`config.mk`:
```
export PLATFORM = sky130hd
export DESIGN_NAME = serial_sub
export DESIGN_NICKNAME = d
export VERILOG_FILES = /design/src/rtl/serial_sub.sv
export SDC_FILE = /design/constraint.sdc
export NUM_CORES = 1
export LEC_CHECK = 0
export ABC_AREA = 1
export CORE_AREA = 2 2 74 76
export DETAILED_ROUTE_END_ITERATION = 7
export DIE_AREA = 0 0 76 78
export PLACE_DENSITY_LB_ADDON = 0.3
export SLEW_MARGIN = 5
export SYNTH_ARGS = -nofsm -noshare
export SYNTH_HDL_FRONTEND = slang
export SYNTH_SLANG_ARGS = --single-unit
```
`constraint.sdc`:
```
create_clock -name clk -period 2.9 [get_ports clk]
set_clock_uncertainty 0.15 [all_clocks]
set_input_delay 0.58 -clock clk [delete_from_list [all_inputs] [get_ports clk]]
set_output_delay 0.58 -clock clk [all_outputs]
set_load 0.03 [all_outputs]
```
`src/rtl/serial_sub.sv`:
```
// serial_sub: bit-serial WIDTH-bit subtractor (x - y - bi), LSB first,
// through one full-subtractor cell with a registered borrow.
// Handshake: start accepted only in IDLE; done pulses once the result is registered.
module serial_sub #(
  parameter int WIDTH = 8
) (
  input  logic             clk,
  input  logic             rst,
  input  logic             start,
  input  logic [WIDTH-1:0] x,
  input  logic [WIDTH-1:0] y,
  input  logic             bi,
  output logic [WIDTH-1:0] z,
  output logic             bo,
  output logic             ov,
  output logic             busy,
  output logic             done
);

  localparam int CNT_W = $clog2(WIDTH) + 1;

  typedef enum logic [1:0] {IDLE, SHIFT, DONE} state_t;

  state_t stateCur;
  state_t stateNext;

  logic [WIDTH-1:0] xr;
  logic [WIDTH-1:0] yr;
  logic [WIDTH-2:0] dr;      // difference bits gathered so far, newest at the top
  logic             b;       // running borrow between bit positions
  logic [CNT_W-1:0] cnt;
  logic             xs;      // operand sign bits, kept for the overflow decision
  logic             ys;

  logic             d;
  logic             bNext;
  logic [WIDTH-1:0] accum;
  logic             lastShift;

  // One-bit full subtractor: returns {borrowOut, diff}
  function automatic logic [1:0] subCell(input logic xb, input logic yb, input logic bIn);
    logic diffBit;
    logic borrowOut;
    diffBit   = xb ^ yb ^ bIn;
    borrowOut = (~xb & yb) | (~(xb ^ yb) & bIn);
    return {borrowOut, diffBit};
  endfunction

  // Cell evaluation on the current LSBs and the accumulated difference word
  always_comb begin
    {bNext, d} = subCell(xr[0], yr[0], b);
    accum      = {d, dr};
    lastShift  = (stateCur == SHIFT) && (cnt == CNT_W'(WIDTH - 1));
  end

  // State register
  always_ff @(posedge clk or posedge rst) begin
    if (rst) stateCur <= IDLE;
    else     stateCur <= stateNext;
  end

  // Next-state and handshake outputs
  always_comb begin
    stateNext = stateCur;
    busy      = 1'b0;
    done      = 1'b0;
    case (stateCur)
      IDLE: begin
        if (start) stateNext = SHIFT;
      end
      SHIFT: begin
        busy = 1'b1;
        if (lastShift) stateNext = DONE;
      end
      DONE: begin
        busy      = 1'b1;
        done      = 1'b1;
        stateNext = IDLE;
      end
      default: stateNext = IDLE;
    endcase
  end

  // Operand capture, serial shifting and final result registration
  always_ff @(posedge clk or posedge rst) begin
    if (rst) begin
      xr  <= '0;
      yr  <= '0;
      dr  <= '0;
      b   <= 1'b0;
      cnt <= '0;
      xs  <= 1'b0;
      ys  <= 1'b0;
      z   <= '0;
      bo  <= 1'b0;
      ov  <= 1'b0;
    end else if (stateCur == IDLE) begin
      if (start) begin
        xr  <= x;
        yr  <= y;
        b   <= bi;
        dr  <= '0;
        cnt <= '0;
        xs  <= x[WIDTH-1];
        ys  <= y[WIDTH-1];
      end
    end else if (stateCur == SHIFT) begin
      xr  <= xr >> 1;
      yr  <= yr >> 1;
      b   <= bNext;
      dr  <= accum[WIDTH-1:1];
      cnt <= cnt + CNT_W'(1);
      if (lastShift) begin
        z  <= accum;
        bo <= bNext;
        ov <= (xs != ys) && (d != xs);
      end
    end
  end

endmodule
```
* After elaboration in Yosys (flattened, before gate mapping)
Cells that the tools add are included.
Storage, ports and cells: flip-flop bits (word level) 42, bits in latches 0, RAM bits 0, ROM bits 0, input port bits 20, output and inout bits 12, memories kept 0
Operators by class: add/subtract/negate cells 1, multipliers 0, div/mod/pow operators 0, order comparisons 0, equality and inequality tests 7, shift-type cells 0, muxes and demuxes 20, bitwise operators 8, reductions and logical operators 9
Operators with widths (count):
- 2-to-1 mux 8 bit | 6
- 2-to-1 mux 7 bit | 3
- 2-to-1 mux 4 bit | 3
- AND reduction 2 bit | 3
- 2-to-1 mux 1 bit | 5
- adder 4 x 1 -> 4 bit, second input constant | 1
- == test 4 x 3 -> 1 bit, second input constant | 1
- 2-to-1 mux 2 bit | 2
- inequality test 2 bit, second input constant | 2
- case mux 2 bit (2 select lines) | 1
- NOT 1 bit | 3
- AND reduction 3 bit | 1
- AND 1 bit | 2
- == test 2 x 1 -> 1 bit, second input constant | 1
- == test 2 bit, second input constant | 1
- logical AND 1 bit | 2
- zero test 2 bit | 1
- inequality test 1 bit | 2
- nonzero test 2 bit | 1
- OR reduction 2 bit | 1
- bitwise XOR 1 bit | 2
- bitwise OR 1 bit | 1

* Depth between registers and ports, before layout
Gate-level depths: netlist of the first run.
depth in word-level cells 6, gate-level depth with buffers 10, gate-level depth less buffers 8

* Least setup slack after synthesis of the first run
No wires, ideal clock.
kind flip-flop to output port, from register stateCur[0], to output busy, arrival 826 ps, required time 2170 ps, slack 1344 ps, cell stages (with the launch flop) 3, path buffers 0, cell sequence dfrtp_1 > inv_1 > ha_1
On the way: word-level cells in the longest chain between the ends 3, elaborated cells between the ends (all ways) 4, classes of those cells 2 x eq/ne; 1 x mux; 1 x reduce/logical
Ends and longest elaborated chain:
- start: declaration | RTL line 24 | state_t stateCur;
- start signal: assignment | RTL line 59 | else stateCur <= stateNext;
- == test 2 x 1 -> 1 bit / == test 2 bit (equally long branches) | RTL line 67 | case (stateCur)
- OR reduction 2 bit (no source line) *
- 2-to-1 mux 1 bit * | RTL line 67
- end: declaration | RTL line 16 | output logic busy,
Mark *: on every way between the ends. The rest lies on a longest branch, timed or not.

* Final worst setup path of the first run
Same ends and word-level chain as after synthesis.

==> results of run 1 <==
logic make-up (layout without fill, tap and decap cells):
group / Yosys count / count (layout) / share of synthesized area, %
buffers and inverters: 45 / 77 / 10.8
AND/OR/NAND/NOR: 76 / 76 / 16.4
flip-flops: 42 / 42 / 53.5
adder cells (fa/ha/maj): 5 / 5 / 3.57
AO/OA/AOI/OAI: 52 / 52 / 15.7
cells in the mapped netlist, drive strengths merged:
library cell / count / area share, %
a21oi: 1 / 0.25
buf: 8 / 3.8
clkbuf: 1 / 0.19
dfrtp: 42 / 54
fa: 1 / 1.0
ha: 4 / 2.5
inv: 36 / 6.9
nand2: 64 / 13
nand3: 7 / 1.8
nor2: 4 / 1.1
o211ai: 1 / 0.38
o21ai: 41 / 12
o22ai: 9 / 2.9
or2: 1 / 0.32
placed cells by master, fill, tap and decap left out:
cell / count
a21oi_1: 1
buf_4: 2
bufinv_16: 2
clkbuf_8: 6
clkdlybuf4s50_1: 31
dfrtp_1: 42
fa_1: 1
ha_1: 4
inv_1: 33
inv_2: 3
nand2_1: 61
nand2_2: 1
nand2_4: 2
nand3_1: 7
nor2_1: 3
nor2_4: 1
o211ai_1: 1
o21ai_0: 17
o21ai_1: 15
o21ai_2: 9
o22ai_1: 9
or2_2: 1
metrics by stage:
stage / std cells / setup WS, ns / power (mW) / area [sq um]
after detailed placement: 314 / 0.760 / 1.58 / 2300
after global placement: 314 / 0.778 / 1.56 / 2300
final: 322 / 0.509 / 2.12 / 2440
after global routing: 322 / 0.416 / 2.30 / 2440
after floorplan: 220 / 1.20 / 1.46 / 1960
after CTS: 322 / 0.487 / 2.16 / 2440
worst max-delay path, cell delays in order, from the launching register on:
cell             delay, ns
dfrtp_1               0.37
inv_1                 0.07
ha_1                  0.27
clkdlybuf4s50_1       0.66
registers in the layout (all words and copies together), names as in the netlist:
name / flops
yr: 8
xr: 8
cnt: 4
ys: 1
dr: 7
z: 8
b: 1
ov: 1
stateCur: 2
bo: 1
xs: 1
final timing paths:
kind	from	to	slack, ns	depth (start not counted)
max	stateCur[0]	busy	0.51	3
min	z[1]	z[1]	0.33	2
max reg2reg	stateCur[0]	xr[0]	1.15	7
min reg2reg	z[1]	z[1]	0.33	2
max in group asynchronous	rst	cnt[3]	1.68	3
min in group asynchronous	rst	z[7]	0.57	3
cell type report:
class / instances / area [sq um] / share of cell area [%]
Sequential cell: 42 / 1050 / 43.1
Multi-Input combinational cell: 133 / 699 / 28.7
Timing Repair Buffer: 33 / 325 / 13.3
Inverter: 36 / 135 / 5.54
Tap cell: 70 / 87.6 / 3.59
Clock buffer: 6 / 82.6 / 3.38
Clock inverter: 2 / 60.1 / 2.46
layer usage:
layer  wire (um)  up-vias  share of wire (%)  global-route usage [%]
met2        1450       28                 45                    21.0
li1            -      757                  -                       -
met4          76        0                2.3                    6.55
met1        1590      620                 49                    15.3
met3         128        7                3.9                    3.26
met5           0        -                  0                       0
power by group:
group	leakage, nW	internal [mW]	switching, mW
Combinational	0.535	0.261	0.476
Clock	0.0714	0.367	0.199
Sequential	0.553	0.751	0.0684
==> metrics, run 1 <==
worst hold path type register to register; final estimated routing congestion in global placement 0.714; post-cts gate resize count 0; netlist area before placement slightly below 2000 sq um; Crit path required time ~2.2 ns; post-synthesis register bit count 42; leakage power total between 1 and 1.5 nW; Fill cells 500; std cell rows 26; final standard cell utilization of the core 48.4%; initial antenna violation count 0; via count of the first global-routing pass about 1400; standard cell core area 5040 sq um; remaining antenna violation count 0; first-iteration detailed-routing DRC count 59; maximum clock frequency between 0.4 and 0.5 GHz; via count 1412; pin count of the biggest net entering global routing 43; Die Area 5930 sq um; input/output buffers 31; # H-tree levels 2; Max-slew headroom about two thirds; P&R area growth vs syn 24.3%; Max-cap violations 0; final critical delay including setup and external delays 2.39 ns; share of layout cells above drive strength 1 10.7%; setup repair after global routing missed its margin false; GRT Residual Overflow 0; number of nets in the synthesized netlist 245; Hold Violations, Final 0; Tot GR Track Use between 10% and 20%; crit path capture type output pin; Initial Util 38.9%; VDD IR max 0.000596 V; number of instances in the synthesized netlist 220; Die W 76 um; worst setup path class register to output pin; CTS clk-pin slew, worst paths roughly 0.08 ns; final worst hold slack ~0.33 ns; crit path max fanout 3; post-synthesis area per instance 8.92 sq um; Die Height 78 um; total CTS buffers 5; buffer type at the clock tree root clkbuf_8; Remaining DRCs 0; final-stage net count 276; final setup violating endpoints 0; final cycle utilization of the critical path about 80%; Least-Margin Pin Slew 0.516 ns; count of pins on the block boundary 32; arrival time of the worst setup path 1.66 ns; number of pins exceeding their max-slew limit in the final report 0; wire length of the first global-routing pass around 6.0 mm; number of search-and-repair iterations in the first detailed-routing pass 4; number of setup buffers added after CTS 0; quantity of hold-fixing buffers added after cts 0; clock tree from TritonCTS yes; crit path launch type register; Max Root-Sink Buffers 2; power density cells roughly 870 nW/um^2; detailed-placement wirelength estimate 2.26 mm; share of the yosys chip area belonging to registers a little over half; Antenna Cells 0; final routed wire length divided by cell count 10.1 um; Clock Sinks 42; Vias/cell 4.39; warning count from the yosys run 0; clock latency of the later-clocked register in the worst-skew pair 0.29 ns; setup TNS after final layout 0 ns; status finished clean; overall routed net length 3.24 mm; Yosys cell types 22
No activity file was read; power rests on OpenSTA's default activity.
==> inputs of run 2 (changes only) <==
- clock period: 2.9 -> 2.05 ns (I/O delays scaled with it)
==> run 2 against run 1 <==
Against the previous run:
- global-route usage decreased by 0.060 points
- sequential power is 42% higher
- final cell count increased by 1.6%
- final area grew 0.56%
- power grew 37%
- critical path depth is the same
- wire length grew 2.9%
==> metrics, run 2 (synthesized netlist as in run 1, its figures left out) <==
final-stage net count 281; worst slack at placement about 0.14 ns; VDD IR max 0.000503 V; overall routed net length approximately 3.3 mm; critical path cell sequence inv_1 -> ha_1 -> dlygate4sd2_1; CTS clk-pin slew, worst paths 0.08 ns; number of search-and-repair iterations in the first detailed-routing pass 4; number of pins exceeding their max-slew limit in the final report 0; final routed wire length divided by cell count 10.2 um; Max Root-Sink Buffers 2; status finished clean; Max-cap violations 0; post-cts gate resize count 2; final worst setup slack 0.104 ns; Initial Util around two fifths; worst setup path class register to output pin; most common cell after layout, fill and taps aside nand2_1; standard cell with the maximum stage delay on the critical path dlygate4sd2_1; Clock Sinks 42; buffer type at the clock tree root clkbuf_8; final worst hold slack around 0.32 ns; Max-slew headroom 79.7%; worst hold path type input port to async pin; crit path max fanout 3; Hold Violations, Final 0; critical path's largest stage delay 0.39 ns; first-iteration detailed-routing DRC count 54; quantity of hold-fixing buffers added after cts 0; Die W between 70 and 80 um; arrival time of the worst setup path 1.39 ns; Tot GR Track Use 12.6%; most frequent cells in the layout 61 x nand2_1, 42 x dfrtp_1, 33 x inv_1, 29 x clkdlybuf4s50_1, 17 x o21ai_0; standard cell core area 5040 sq um; total chip power between 2 and 3 mW; final setup violating endpoints 0; number of setup buffers added after CTS 0; # H-tree levels 2; crit path launch type register; Crit path required time 1.49 ns; standard cell area after detailed placement 2350 sq um; total CTS buffers 5; count of pins on the block boundary 32; Vias/cell 4.46; final cycle utilization of the critical path approximately 95%; remaining antenna violation count 0; share of layout cells above drive strength 1 between 10% and 20%; total non-filler cell area in the finished layout 2450 sq um; wire length of the first global-routing pass between 6 and 7 mm; detailed-placement wirelength estimate 2.36 mm; std cell rows 26; via count between 1000 and 1500; crit path capture type output pin; leakage power total 1.18 nW; clock latency of the later-clocked register in the worst-skew pair 0.29 ns; P&R area growth vs syn 25.0%; via count of the first global-routing pass 1448; initial antenna violation count 0; Least-Margin Pin Slew about 0.30 ns; Remaining DRCs 0; Die Area 5930 sq um; final estimated routing congestion in global placement 0.727; final critical delay including setup and external delays around 1.9 ns; pin count of the biggest net entering global routing 43; input/output buffers 31; power density cells 1180 nW/um^2; biggest regs xr: 8 flops, yr: 8 flops, z: 8 flops; Antenna Cells 0; setup repair after global routing missed its margin false; setup TNS after final layout 0 ns; GRT Residual Overflow 0; maximum clock frequency 0.514 GHz; Die Height 78 um; clock tree from TritonCTS yes
## run 2: cell types whose count changed in the layout (fill, tap and decap cells not counted), sizes merged
| cell | previous run | this run |
|---|---|---|
| buf | 2 | 7 |
| bufinv | 2 | 1 |
| clkbuf | 6 | 5 |
| clkdlybuf4s50 | 31 | 29 |
| clkinv | 0 | 2 |
| dlygate4sd2 | 0 | 2 |
## run 2: report_power, final
part	switching, mW	leakage, nW	internal, mW
Sequential	0.0996	0.553	1.06
Clock	0.280	0.0579	0.358
Combinational	0.689	0.570	0.416
Total	1.07	1.18	1.84
## run 2: worst paths after layout
kind	startpoint	end	slack, ns	cells past startpoint
min reg2reg	z[1]	z[1]	0.33	2
min	rst	z[0]	0.32	3
max reg2reg	stateCur[0]	b	0.42	8
min in group clk	z[1]	z[1]	0.33	2
max in group asynchronous	rst	yr[0]	1.24	3
max	stateCur[0]	busy	0.10	3
## run 2: cell type report
type,instances,area (sq um)
fill,489,2590
sequential,42,1050
multi-input combinational,133,699
timing repair buffer,38,373
inverter,36,135
tap,70,87.6
clock buffer,5,68.8
clock inverter,3,40.0
## run 2: metrics by stage
stage          cells  util [%]
2_1_floorplan    220         -
3_5_place_dp     319      46.6
4_1_cts          327      48.7
5_1_grt          327      48.7
6_report         327      48.7
3_3_place_gp     319      46.6
## run 2: worst max-delay path, delay by kind of cell, from the launching register on
kind       cells  cell delay (ns)
fa+ha+maj      1             0.27
buf+inv        2             0.46
flops          1             0.37
## run 2: metal layers
layer | vias up | track usage (%) | part of all wire [%]
li1 | 764 | - | -
met2 | 28 | 21.8 | 47
met3 | 5 | 3.60 | 4.7
met1 | 661 | 15.1 | 47
met5 | - | 0 | 0
met4 | 0 | 4.36 | 1.5
==> inputs of run 3 (changes only) <==
- CORE_AREA: 2 2 74 76 -> 2 2 78 80
- DIE_AREA: 0 0 76 78 -> 0 0 80 82
==> run 3 against run 2 <==
Against the previous run:
- worst hold slack got worse by 0.010 ns
- power decreased by 3.2%
- count of clock-buffer cells in the layout increased by 1
- final area decreased by 0.71%
- first-iteration DRC count increased by 11%
- non-clock buffer count decreased by 3
- critical path type unchanged
- critical endpoint unchanged
==> metrics, run 3 (synthesized netlist as in run 1, its figures left out) <==
arrival time of the worst setup path 1.39 ns; overall routed net length 3.35 mm; crit path launch type register; # H-tree levels 2; Initial Util 34.2%; gate family responsible for the most delay along the worst path buffers and inverters; Clock power frac 19.6%; met3 usage 3.30%; power density cells approximately 1200 nW/um^2; Max Root-Sink Buffers 2; Die W 80 um; remaining antenna violation count 0; VDD IR max between 0.0006 and 0.0007 V; crit path capture type output pin; final estimated routing congestion in global placement roughly 0.7; setup repair after global routing missed its margin false; count of pins on the block boundary 32; Max-slew headroom about 80%; Tot GR Track Use 11.9%; detailed-placement wirelength estimate 2.36 mm; number of setup buffers added after CTS 0; final cycle utilization of the critical path a little over nine tenths; final routed wire length divided by cell count about 10 um; biggest regs xr: 8 flops, yr: 8 flops, z: 8 flops; Vias/cell 4.38; final-stage net count 278; number of pins exceeding their max-slew limit in the final report 0; Sw Ratio 38.0%; standard cell core area 5750 sq um; global-route met1 utilization 14.6%; share of power burned in registers roughly two fifths; Crit path required time 1.49 ns; Max-cap violations 0; final standard cell utilization of the core 42.4%; met2 Track Usage GR approximately a fifth; pin count of the biggest net entering global routing 43; Die Area ~6600 sq um; final setup violating endpoints 0; clock tree from TritonCTS yes; worst hold path type input port to async pin; Die Height 82 um; buffers and inverters on the worst path 2; critical path's largest stage delay 0.38 ns; std cell rows 28; total CTS buffers 5; final critical delay including setup and external delays 1.95 ns; most common cell after layout, fill and taps aside nand2_1; via count 1442; initial antenna violation count 0; power share of the combinational group between 30% and 40%; leakage power total ~1.2 nW; status finished clean; clock latency of the later-clocked register in the worst-skew pair 0.29 ns; wire length of the first global-routing pass 6.00 mm; CTS clk-pin slew, worst paths 0.08 ns; quantity of hold-fixing buffers added after cts 0; P&R area growth vs syn 24.2%; critical path cell sequence inv_1 -> ha_1 -> dlygate4sd2_1; most used routing layer in global routing met2; Least-Margin Pin Slew 0.308 ns; Clock Sinks 42; Antenna Cells 0; worst setup path class register to output pin; first-iteration detailed-routing DRC count 60; power spent charging and discharging nets 1.07 mW; crit path max fanout 3; share of layout cells above drive strength 1 11.4%; GRT Residual Overflow 0; number of search-and-repair iterations in the first detailed-routing pass 4; input/output buffers 31; most frequent cells in the layout 61 x nand2_1, 42 x dfrtp_1, 33 x inv_1, 29 x clkdlybuf4s50_1, 17 x o21ai_0; Remaining DRCs 0; standard cell with the maximum stage delay on the critical path dfrtp_1; Int Pwr 1.74 mW; buffer type at the clock tree root clkbuf_8; via count of the first global-routing pass 1390; setup TNS after final layout 0 ns; Hold Violations, Final 0; maximum clock frequency slightly above 0.5 GHz
run 3: layout make-up:
class / instances / area (sq um)
fillers: 622 / 3310
flip-flops and latches: 42 / 1050
multi-input cells: 133 / 699
repair buffers: 35 / 363
inverters: 36 / 135
well taps: 75 / 93.8
clock buffers: 6 / 82.6
clock inverters: 2 / 12.5
run 3: what timing repair did:
item	CTS	global route
resized for setup	2	0
endpoints found under the setup margin	2	0
endpoints found under the hold margin	0	0
run 3: worst paths after layout:
| check | endpoint | slack (ns) | from | cells past startpoint |
|---|---|---|---|---|
| hold reg to reg | z[7] | 0.34 | z[7] | 2 |
| max in group asynchronous | yr[3] | 1.24 | rst | 3 |
| setup / recovery | busy | 0.1 | stateCur[0] | 3 |
| hold / removal | bo | 0.31 | rst | 3 |
| min in group clk | z[7] | 0.34 | z[7] | 2 |
| setup reg to reg | xr[0] | 0.26 | stateCur[0] | 8 |
run 3: stage by stage:
stage | total power [mW] | worst slack [ns] | instance area, sq um | instances | hold slack, ns
after floorplan | 2.07 | 0.516 | 1960 | 220 | 0.316
after global placement | 2.27 | 0.155 | 2340 | 321 | 0.317
after detailed placement | 2.31 | 0.124 | 2340 | 321 | 0.321
after CTS | 2.86 | 0.0720 | 2440 | 329 | 0.319
after global routing | 3.11 | 0.0112 | 2440 | 329 | 0.317
final | 2.81 | 0.0985 | 2440 | 329 | 0.313
run 3: per-layer routing:
metal  wire, um  share of wire (%)  vias to the layer above
met4         38                1.1                        0
met2       1550                 46                       27
li1           -                  -                      758
met3        145                4.3                        5
met1       1620                 48                      652
met5          0                  0                        -
run 3: tightest hold or removal path, delay by kind of cell:
kind,cells,cell delay [ns]
buffers and inverters,3,0.72
run 3: power by group through the flow:
stage               combinational [mW]  sequential, mW  clock, mW
floorplan                        0.895            1.17          0
global placement                  1.10            1.17          0
detailed placement                1.13            1.18          0
CTS                               1.13            1.16      0.577
global route                      1.29            1.19      0.627
finish                            1.10            1.16      0.552
